$ cat config.mk
export PLATFORM = sky130hd
export DESIGN_NAME = tex_fetch_unit
export DESIGN_NICKNAME = d
export VERILOG_FILES = /design/src/rtl/tex_fetch_unit_pkg.sv /design/src/rtl/texel_extract.sv /design/src/rtl/tex_fetch_unit.sv
export SDC_FILE = /design/constraint.sdc
export NUM_CORES = 1
export LEC_CHECK = 0
export BUFFER_PORTS_ARGS = -buffer_cell sky130_fd_sc_hd__buf_2
export CORE_ASPECT_RATIO = 0.6
export CORE_MARGIN = 2
export CORE_UTILIZATION = 57
export DETAILED_ROUTE_END_ITERATION = 10
export PLACE_DENSITY = 0.8
export SLEW_MARGIN = 30
export SYNTH_ARGS = -nofsm -noshare
export SYNTH_HDL_FRONTEND = slang
export SYNTH_HIERARCHICAL = 1
export SYNTH_SLANG_ARGS = --single-unit
$ cat constraint.sdc
create_clock -name clk -period 4.41 [get_ports clk]
set_clock_uncertainty 0.1 [all_clocks]
set_input_delay 1.323 -clock clk [delete_from_list [all_inputs] [get_ports clk]]
set_output_delay 1.323 -clock clk [all_outputs]
set_load 0.01 [all_outputs]
$ cat src/rtl/tex_fetch_unit_pkg.sv
// Shared GPU texturing definitions: texel format codes and the fetch FSM states.
package tex_fetch_unit_pkg;

  // Texel formats as programmed in GPU_REG_TexFormat (the address generator uses these too)
  localparam logic [1:0] PIX_4BIT     = 2'd0;
  localparam logic [1:0] PIX_8BIT     = 2'd1;
  localparam logic [1:0] PIX_16BIT    = 2'd2;
  localparam logic [1:0] PIX_RESERVED = 2'd3;

  typedef enum logic [2:0] {
    ST_IDLE      = 3'd0,
    ST_TEX_REQ   = 3'd1,
    ST_TEX_WAIT  = 3'd2,
    ST_CLUT_REQ  = 3'd3,
    ST_CLUT_WAIT = 3'd4,
    ST_OUT       = 3'd5
  } fetch_state_t;

endpackage

$ cat src/rtl/texel_extract.sv
// Picks the palette index out of a VRAM halfword for 4/8-bit texels.
// 16-bit and reserved formats are direct colour: no index, o_pal=0.
module texel_extract
  import tex_fetch_unit_pkg::*;
(
  input  logic [15:0] i_half,
  input  logic [1:0]  i_fmt,
  input  logic [1:0]  i_sub,
  output logic [7:0]  o_idx,
  output logic        o_pal
);

  // Nibble/byte select from the low U bits
  always_comb begin
    o_idx = 8'h00;
    o_pal = 1'b0;
    case (i_fmt)
      PIX_4BIT: begin
        o_pal = 1'b1;
        case (i_sub)
          2'd0:    o_idx = {4'h0, i_half[3:0]};
          2'd1:    o_idx = {4'h0, i_half[7:4]};
          2'd2:    o_idx = {4'h0, i_half[11:8]};
          default: o_idx = {4'h0, i_half[15:12]};
        endcase
      end
      PIX_8BIT: begin
        o_pal = 1'b1;
        o_idx = i_sub[0] ? i_half[15:8] : i_half[7:0];
      end
      default: ;
    endcase
  end

endmodule

$ cat src/rtl/tex_fetch_unit.sv
// Texel fetch responder: one VRAM read for the texel halfword (skipped on a
// last-halfword hit), an optional CLUT read for palette formats, and a
// registered BGR555 result held until the pixel pipeline takes it.
module tex_fetch_unit
  import tex_fetch_unit_pkg::*;
#(
  parameter bit CACHE_EN = 1'b1
) (
  input  logic        clk,
  input  logic        i_nRst,
  input  logic [1:0]  GPU_REG_TexFormat,
  input  logic [5:0]  GPU_REG_CLUTX,
  input  logic [8:0]  GPU_REG_CLUTY,
  input  logic        req_valid,
  output logic        req_ready,
  input  logic [18:0] req_adr,
  input  logic [1:0]  req_subU,
  output logic        mem_req,
  input  logic        mem_ack,
  output logic [18:0] mem_adr,
  input  logic        mem_rvalid,
  input  logic [15:0] mem_rdata,
  output logic        tex_valid,
  input  logic        tex_ready,
  output logic [15:0] tex_color,
  output logic        tex_transparent
);

  fetch_state_t r_state;
  logic [1:0]   r_fmt;
  logic [5:0]   r_clutx;
  logic [8:0]   r_cluty;
  logic [18:0]  r_adr;
  logic [1:0]   r_sub;
  logic [15:0]  r_half;
  logic [18:0]  r_hit_adr;
  logic         r_hit_valid;

  // The index is needed in two places: straight out of IDLE on a hit (live
  // request fields, cached halfword) and out of TEX_WAIT (latched fields,
  // returning read data). Everything else holds in the latched copies.
  logic        w_idle;
  logic [15:0] w_ex_half;
  logic [1:0]  w_ex_fmt;
  logic [1:0]  w_ex_sub;
  logic [5:0]  w_ex_clutx;
  logic [8:0]  w_ex_cluty;
  logic [7:0]  w_idx;
  logic        w_pal;
  logic [9:0]  w_clut_x;
  logic [18:0] w_clut_adr;
  logic        w_hit;

  assign w_idle     = (r_state == ST_IDLE);
  assign w_ex_half  = w_idle ? r_half            : mem_rdata;
  assign w_ex_fmt   = w_idle ? GPU_REG_TexFormat : r_fmt;
  assign w_ex_sub   = w_idle ? req_subU          : r_sub;
  assign w_ex_clutx = w_idle ? GPU_REG_CLUTX     : r_clutx;
  assign w_ex_cluty = w_idle ? GPU_REG_CLUTY     : r_cluty;

  texel_extract u_extract (
    .i_half (w_ex_half),
    .i_fmt  (w_ex_fmt),
    .i_sub  (w_ex_sub),
    .o_idx  (w_idx),
    .o_pal  (w_pal)
  );

  // 10-bit sum: the CLUT wraps inside its 1024-halfword VRAM line
  assign w_clut_x   = {w_ex_clutx, 4'b0000} + {2'b00, w_idx};
  assign w_clut_adr = {w_ex_cluty, w_clut_x};
  assign w_hit      = CACHE_EN && r_hit_valid && (req_adr == r_hit_adr);

  // Fetch sequencer; all outputs are registered here
  always_ff @(posedge clk or negedge i_nRst) begin
    if (!i_nRst) begin
      r_state         <= ST_IDLE;
      r_fmt           <= PIX_4BIT;
      r_clutx         <= '0;
      r_cluty         <= '0;
      r_adr           <= '0;
      r_sub           <= '0;
      r_half          <= '0;
      r_hit_adr       <= '0;
      r_hit_valid     <= 1'b0;
      req_ready       <= 1'b1;
      mem_req         <= 1'b0;
      mem_adr         <= '0;
      tex_valid       <= 1'b0;
      tex_color       <= '0;
      tex_transparent <= 1'b1;
    end else begin
      case (r_state)
        ST_IDLE: if (req_valid) begin
          r_fmt     <= GPU_REG_TexFormat;
          r_clutx   <= GPU_REG_CLUTX;
          r_cluty   <= GPU_REG_CLUTY;
          r_adr     <= req_adr;
          r_sub     <= req_subU;
          req_ready <= 1'b0;
          if (w_hit && !w_pal) begin
            tex_valid       <= 1'b1;
            tex_color       <= r_half;
            tex_transparent <= (r_half == 16'h0000);
            r_state         <= ST_OUT;
          end else if (w_hit) begin
            mem_req <= 1'b1;
            mem_adr <= w_clut_adr;
            r_state <= ST_CLUT_REQ;
          end else begin
            mem_req <= 1'b1;
            mem_adr <= req_adr;
            r_state <= ST_TEX_REQ;
          end
        end
        ST_TEX_REQ: if (mem_ack) begin
          mem_req <= 1'b0;
          r_state <= ST_TEX_WAIT;
        end
        ST_TEX_WAIT: if (mem_rvalid) begin
          r_half      <= mem_rdata;
          r_hit_adr   <= r_adr;
          r_hit_valid <= 1'b1;
          if (w_pal) begin
            mem_req <= 1'b1;
            mem_adr <= w_clut_adr;
            r_state <= ST_CLUT_REQ;
          end else begin
            tex_valid       <= 1'b1;
            tex_color       <= mem_rdata;
            tex_transparent <= (mem_rdata == 16'h0000);
            r_state         <= ST_OUT;
          end
        end
        ST_CLUT_REQ: if (mem_ack) begin
          mem_req <= 1'b0;
          r_state <= ST_CLUT_WAIT;
        end
        ST_CLUT_WAIT: if (mem_rvalid) begin
          tex_valid       <= 1'b1;
          tex_color       <= mem_rdata;
          tex_transparent <= (mem_rdata == 16'h0000);
          r_state         <= ST_OUT;
        end
        ST_OUT: if (tex_ready) begin
          tex_valid <= 1'b0;
          req_ready <= 1'b1;
          r_state   <= ST_IDLE;
        end
        default: begin
          mem_req   <= 1'b0;
          tex_valid <= 1'b0;
          req_ready <= 1'b1;
          r_state   <= ST_IDLE;
        end
      endcase
    end
  end

endmodule

Word level (Yosys, flattened, before mapping). Cells that the tools add are included. W data, S select, Z words.

Flip-flop bits (word level): 116. Bits in latches: 0. Bits in writable memories: 0. ROM bits: 0. Input bits: 60. Memories kept: 0.

$add $sub $neg: 1. $mul: 0. Divide/modulo/power cells: 0. Order comparisons: 0. Eq/ne operators: 20. Shifts and indexed selects: 0. Mux-type cells: 53. Bitwise logic cells: 3. Reduce and logical (&&, ||, !) cells: 22.

Operator list (number): $mux W16 (6); $mux W19 (5); $pmux W16 S3 (1); $pmux W19 S2 (1); $logic_not A16 Y1 (2); $mux W3 (8); $eq A19 B19 Y1 (1); $mux W1 (19); $ne A2 B2 Y1 const B (9); $pmux W3 S6 (1); $reduce_and A6 Y1 (3); $pmux W8 S2 (1); $pmux W4 S3 (1); $add A10 B8 Y10 (1); $mux W9 (1); $mux W8 (1); $reduce_and A7 Y1 (1); $eq A3 B2 Y1 const B (2); $eq A3 B3 Y1 const B (2); $mux W2 (3); $mux W6 (1); $pmux W1 S3 (2); $reduce_or A2 Y1 (3); $pmux W1 S5 (1); other kinds (16) (23).

Depth between registers and ports, before layout.
Depth after elaboration: 10. Mapped depth: 17. Depth with buffers taken out: 14.

Modules after synthesis. The synthesis kept the hierarchy.

Modules (own cells, without submodules): tex_fetch_unit (times used 1, cells each 449, area each 5759.3 sq um, seq. area each 2905.3 sq um); texel_extract (times used 1, cells each 36, area each 281.5 sq um, seq. area each 0.0 sq um).

Least setup slack after synthesis. Ideal clock, no wire load.

Path type: register to register. Start: register r_state[2]. End: register mem_adr[9]. Library setup time: 0.125 ns. Arrival time: 3.484 ns. Path slack: 0.702 ns. Stages on the path, launching flop included: 16. Buffers on the path: 4. Clock period less this slack: 3.708 ns. Cell sequence: dfrtp_1 > buf_2 > nor3_4 > clkbuf_1 > buf_2 > mux2_1 > buf_6 > mux2i_1 > nor2_1 > ha_1 > a21oi_1 > a21boi_0 > o21bai_1 > xor2_1 > mux2_2 > mux2_2.

Elaborated cells on any way between the ends: 31. Those cells by class: 1 x add/sub; 8 x eq/ne; 14 x mux; 8 x reduce/logical.

RTL lines: start, declared (RTL line tex_fetch_unit.sv:29) `fetch_state_t r_state;`; start signal, assigned (RTL line tex_fetch_unit.sv:77) `r_state <= ST_IDLE;`; start signal, assigned (RTL line tex_fetch_unit.sv:105) `r_state <= ST_OUT;`; start signal, assigned (RTL line tex_fetch_unit.sv:109) `r_state <= ST_CLUT_REQ;`; $logic_not A3 Y1 (*) (RTL line tex_fetch_unit.sv:54) `assign w_idle = (r_state == ST_IDLE);`; $mux W2 (*) (RTL line tex_fetch_unit.sv:57) `assign w_ex_sub = w_idle ? req_subU : r_sub;`; via w_ex_sub[0] (RTL line tex_fetch_unit.sv:45) `logic [1:0] w_ex_sub;`; $mux W8 (*) (RTL line texel_extract.sv:29) `o_idx = i_sub[0] ? i_half[15:8] : i_half[7:0];`; $pmux W8 S2 (*) (RTL line texel_extract.sv:17) `case (i_fmt)`; via w_idx[6] (RTL line tex_fetch_unit.sv:48) `logic [7:0] w_idx;`; $add A10 B8 Y10 (*) (RTL line tex_fetch_unit.sv:70) `assign w_clut_x = {w_ex_clutx, 4'b0000} + {2'b00, w_idx};`; $mux W19 (RTL line tex_fetch_unit.sv:106) `end else if (w_hit) begin`; $mux W19 (RTL line tex_fetch_unit.sv:101) `if (w_hit && !w_pal) begin`; $mux W19 (RTL line tex_fetch_unit.sv:94) `ST_IDLE: if (req_valid) begin`; $pmux W19 S2 (*) (RTL line tex_fetch_unit.sv:93) `case (r_state)`; end signal, assigned (RTL line tex_fetch_unit.sv:108) `mem_adr <= w_clut_adr;`; end signal, assigned (RTL line tex_fetch_unit.sv:112) `mem_adr <= req_adr;`; end signal, assigned (RTL line tex_fetch_unit.sv:126) `mem_adr <= w_clut_adr;`; end, declared (RTL line tex_fetch_unit.sv:20) `output logic [18:0] mem_adr,`.

Mark *: on every way through the listed nets, which the timed path passes. The rest lies on a longest branch. The select of a mux whose other input is x is not followed. A chain may end at the register's enable or synchronous reset.

Worst setup path in the final report.
Start: register r_state[2]. End: register mem_adr[9].

Elaborated cells on any way between the ends: 31. Those cells by class: 1 x add/sub; 8 x eq/ne; 14 x mux; 8 x reduce/logical.

RTL lines: $logic_not A3 Y1 (*) (RTL line tex_fetch_unit.sv:54); $mux W16 (*) (RTL line tex_fetch_unit.sv:55) `assign w_ex_half = w_idle ? r_half : mem_rdata;`; via w_ex_half[14] (RTL line tex_fetch_unit.sv:43) `logic [15:0] w_ex_half;`; $mux W8 (*) (RTL line texel_extract.sv:29); $pmux W8 S2 (*) (RTL line texel_extract.sv:17); via w_idx[6] (RTL line tex_fetch_unit.sv:48); $add A10 B8 Y10 (*) (RTL line tex_fetch_unit.sv:70); $mux W19 (RTL line tex_fetch_unit.sv:106); $mux W19 (RTL line tex_fetch_unit.sv:101); $mux W19 (RTL line tex_fetch_unit.sv:94); $pmux W19 S2 (*) (RTL line tex_fetch_unit.sv:93).

Marked as above.

==> flow_summary_export.csv <==
group,metric,value,unit
outcome,outcome,"completed",
synth,ys.flop_type,"dfrtp_1",
timing,fin_crit_sh,87.0,%
hold_path,hp-class,"flop to flop",
setup_path,cp_top_family,"multiplexers",
power_and_ir_drop,p_leak,3.32,nW
finish,multi_input_area,2960,um^2
setup_path,critPathLaunch,"r_state[2]",
timing,whs,377,ps
clocking,clockRootBuffer,"clkbuf_16",
placed_design,dpl-instance-area,6690,um^2
clocking,cts_sinks,116,
drt,wirelength,14400,um
placed_design,io_buffer_count,98,
global_route,grt_remaining_overflow,0,
synth,synthArstFlopShare,100,%
synth,yosysSeqAreaShare,48.1,%
synth,synth_cell_types,52,
clocking,clk_path_buf_depth,2,
finish,final_area,7310,um^2
placed_design,place_congestion,0.899,
synth,synth-edff-count,0,
global_route,antenna_found_initial,0,
timing,finalMaxSlewViolations,0,
synth,synth_nets,550,
finish,instances_no_fill,742,
drt,drtIter0Drc,339,
setup_path,max_stage_delay,610,ps
global_route,grtUsageTotal,26.9,%
drt,drcViolationCount,0,
timing,rsz0062_at_grt,"false",
floorplanning,core-area,10500,um^2
finish,areaGrowthSynthToFinish,21.0,%
setup_path,cp_common_cell,"mux2_2",
floorplanning,fp.dieArea,11500,um^2
synth,yosysWarnings,6,
timing,worst_pin_slew,762,ps
timing,clock.fmax,260,MHz
clocking,cts_htree_levels,4,
clocking,tritoncts,"built",
flow_run,maxCapViolations,0,
floorplanning,die_w,137,um
floorplanning,initial_core_util,57.8,%
clocking,path_clk_slew,50,ps
timing,max-slew-margin-rel,49.2,%
timing,hold_viol_final,0,
synth,syn_area,6040,um^2
setup_path,path_buf_inv,1,
setup_path,arrival,4040,ps
finish,layout-drive-gt1-share,44.3,%
floorplanning,die_y,83.7,um
setup_path,worst-setup-path-type,"flop to flop",
drt,dr.pass1.iters,4,
hold_path,hp-start,"mem_adr[4]",
floorplanning,rows,29,
clocking,cts-resized-gates,0,
finish,fin_nets,655,
global_route,grt_pass1_vias,4447,
finish,seqCellArea,2910,um^2
finish,diodes,0,
synth,syn_inst,485,
setup_path,crit_fanout,16,
setup_path,crit_chain,"nor3_4 > buf_4 > mux2_1 > mux2i_1 > nor2_1 > ha_1 > a21oi_1 > a21boi_0 > o21bai_1 > xor2_1 > mux2_2 > mux2_2",
timing,setup_viol,0,
setup_path,r2r-start,"r_state[2]",
synth,synth_top_area_share,47.2,%
setup_path,cp-endpoint,"mem_adr[9]",
drt,vias_per_cell,5.74,
finish,fillCellCount,747,
clocking,clkLatencyLatePin,420,ps
drt,wl_per_cell,19.4,um
synth,synthTopCellsByArea,"dfrtp_1, mux2_2, mux2_1, mux2i_1, xor2_1",
placed_design,placedCellCount,710,
setup_path,crit_path_end_kind,"flop",
power_and_ir_drop,fin_total_pwr,5.97,mW
drt,num_vias,4256,
clocking,cts_hold_buffers,0,
setup_path,start_kind,"flop",
clocking,post_cts_buffers,0,
power_and_ir_drop,powerDensity,817,nW/um^2
setup_path,reg2reg_depth,12,
setup_path,reg2reg_slack,570,ps
setup_path,cp.required,4610,ps
synth,avgSynthCellArea,12.5,um^2
timing,min_period,3840,ps
clocking,cts_buffers,17,
setup_path,r2r-end,"mem_adr[9]",
setup_path,slowest_stage,"nor3_4",
floorplanning,ios,99,
placed_design,hpwl,9930,um
synth,synth_seq_cells,116,
synth,yosysTopAreaCell,"dfrtp_1",
timing,tns,0,ps
power_and_ir_drop,irDropWorstVdd,509,uV
drt,drtAntennaViolNets,0,
setup_path,worst-path-stages,12,
global_route,grt_max_degree,59,
global_route,grt_pass1_wl,23200,um
report_power, final:
| group | internal [mW] | switching, mW |
|---|---|---|
| registers | 1.60 | 0.371 |
| clock network | 0.961 | 0.470 |
| logic | 1.30 | 1.26 |
cell usage in the layout, fill, tap and decap left out, drive strengths merged, types with 4 or more instances in the layout:
cell     instances
a2111oi          4
a21oi           10
a221o            4
buf            111
clkbuf          24
clkinv           4
dfrtp          114
ha               4
inv             13
mux2           146
mux2i           25
nand2           26
nand2b           4
nor2            13
nor4            12
o21ai           22
xor2            21
kinds of logic after synthesis:
kind of cell,Yosys count,synth area share [%]
compound gates,53,5.88
buf+inv,38,3.02
simple gates,78,7.00
mux,171,31.4
flops,116,48.1
fa+ha+maj,5,1.16
xor+xnor,24,3.48
layout make-up:
class | count | share of cell area, %
clock buffers | 24 | 6.86
clock inverters | 8 | 1.66
inverters | 13 | 0.667
multi-input cells | 331 | 40.5
flip-flops and latches | 116 | 39.7
well taps | 139 | 2.38
repair buffers | 111 | 8.25
layer usage:
| metal | share of wire (%) | vias up | track usage (%) | wire length, um |
|---|---|---|---|---|
| met5 | 0 | - | 0 | 0 |
| met4 | 1.2 | 0 | 8.53 | 171 |
| met3 | 4.8 | 14 | 6.01 | 693 |
| met2 | 46 | 116 | 40.7 | 6670 |
| met1 | 48 | 2163 | 38.8 | 6820 |
| li1 | - | 1963 | - | - |
Yosys cell counts, types with 2 or more instances:
cell type    n
a221o_2      4
a2111oi_0    4
or2b_1       2
mux2i_1     25
buf_2       17
buf_6        2
nor2_1      13
o21ai_1     19
a21oi_1      9
nand3_1      3
or3_1        2
a21o_1       3
o22ai_1      2
nor4_1      11
xnor2_1      3
inv_1       13
nand2_1     25
mux2_2     109
xor2_1      21
dfrtp_1    114
nor3b_1      2
ha_1         4
nand2b_1     3
dfstp_2      2
o21ai_0      3
mux2_1      37
nor3_1       2
and2_1       2
nand4_1      2
clkbuf_1     5
flip-flops by register name, indices dropped and copies added, names as in the netlist, 2 cells and up:
name       cells
r_state        3
r_cluty        9
r_fmt          2
r_sub          2
r_half        16
r_hit_adr     19
r_adr         19
tex_color     16
r_clutx        6
mem_adr       19
worst min-delay path, cell delays in order, from the launching register on:
cell     delay [ps]
dfrtp_1         330
nand2_1          50
o21ai_1          60
metrics by stage:
step                setup WS (ps)  util, %
detailed placement            540     64.0
global placement              648     64.0
CTS                           625     70.0
finish                        571     70.0
global route                  348     70.0
floorplan                     702        -
worst min-delay path by stage:
stage | end | slack (ps) | cells after the start
after CTS | req_ready | 380 | 2
after floorplan | r_hit_valid | 360 | 1
final | mem_adr[4] | 380 | 2
after global routing | req_ready | 400 | 2
after detailed placement | mem_adr[10] | 370 | 2
after global placement | req_ready | 360 | 2
No activity file was read; power rests on OpenSTA's default activity.
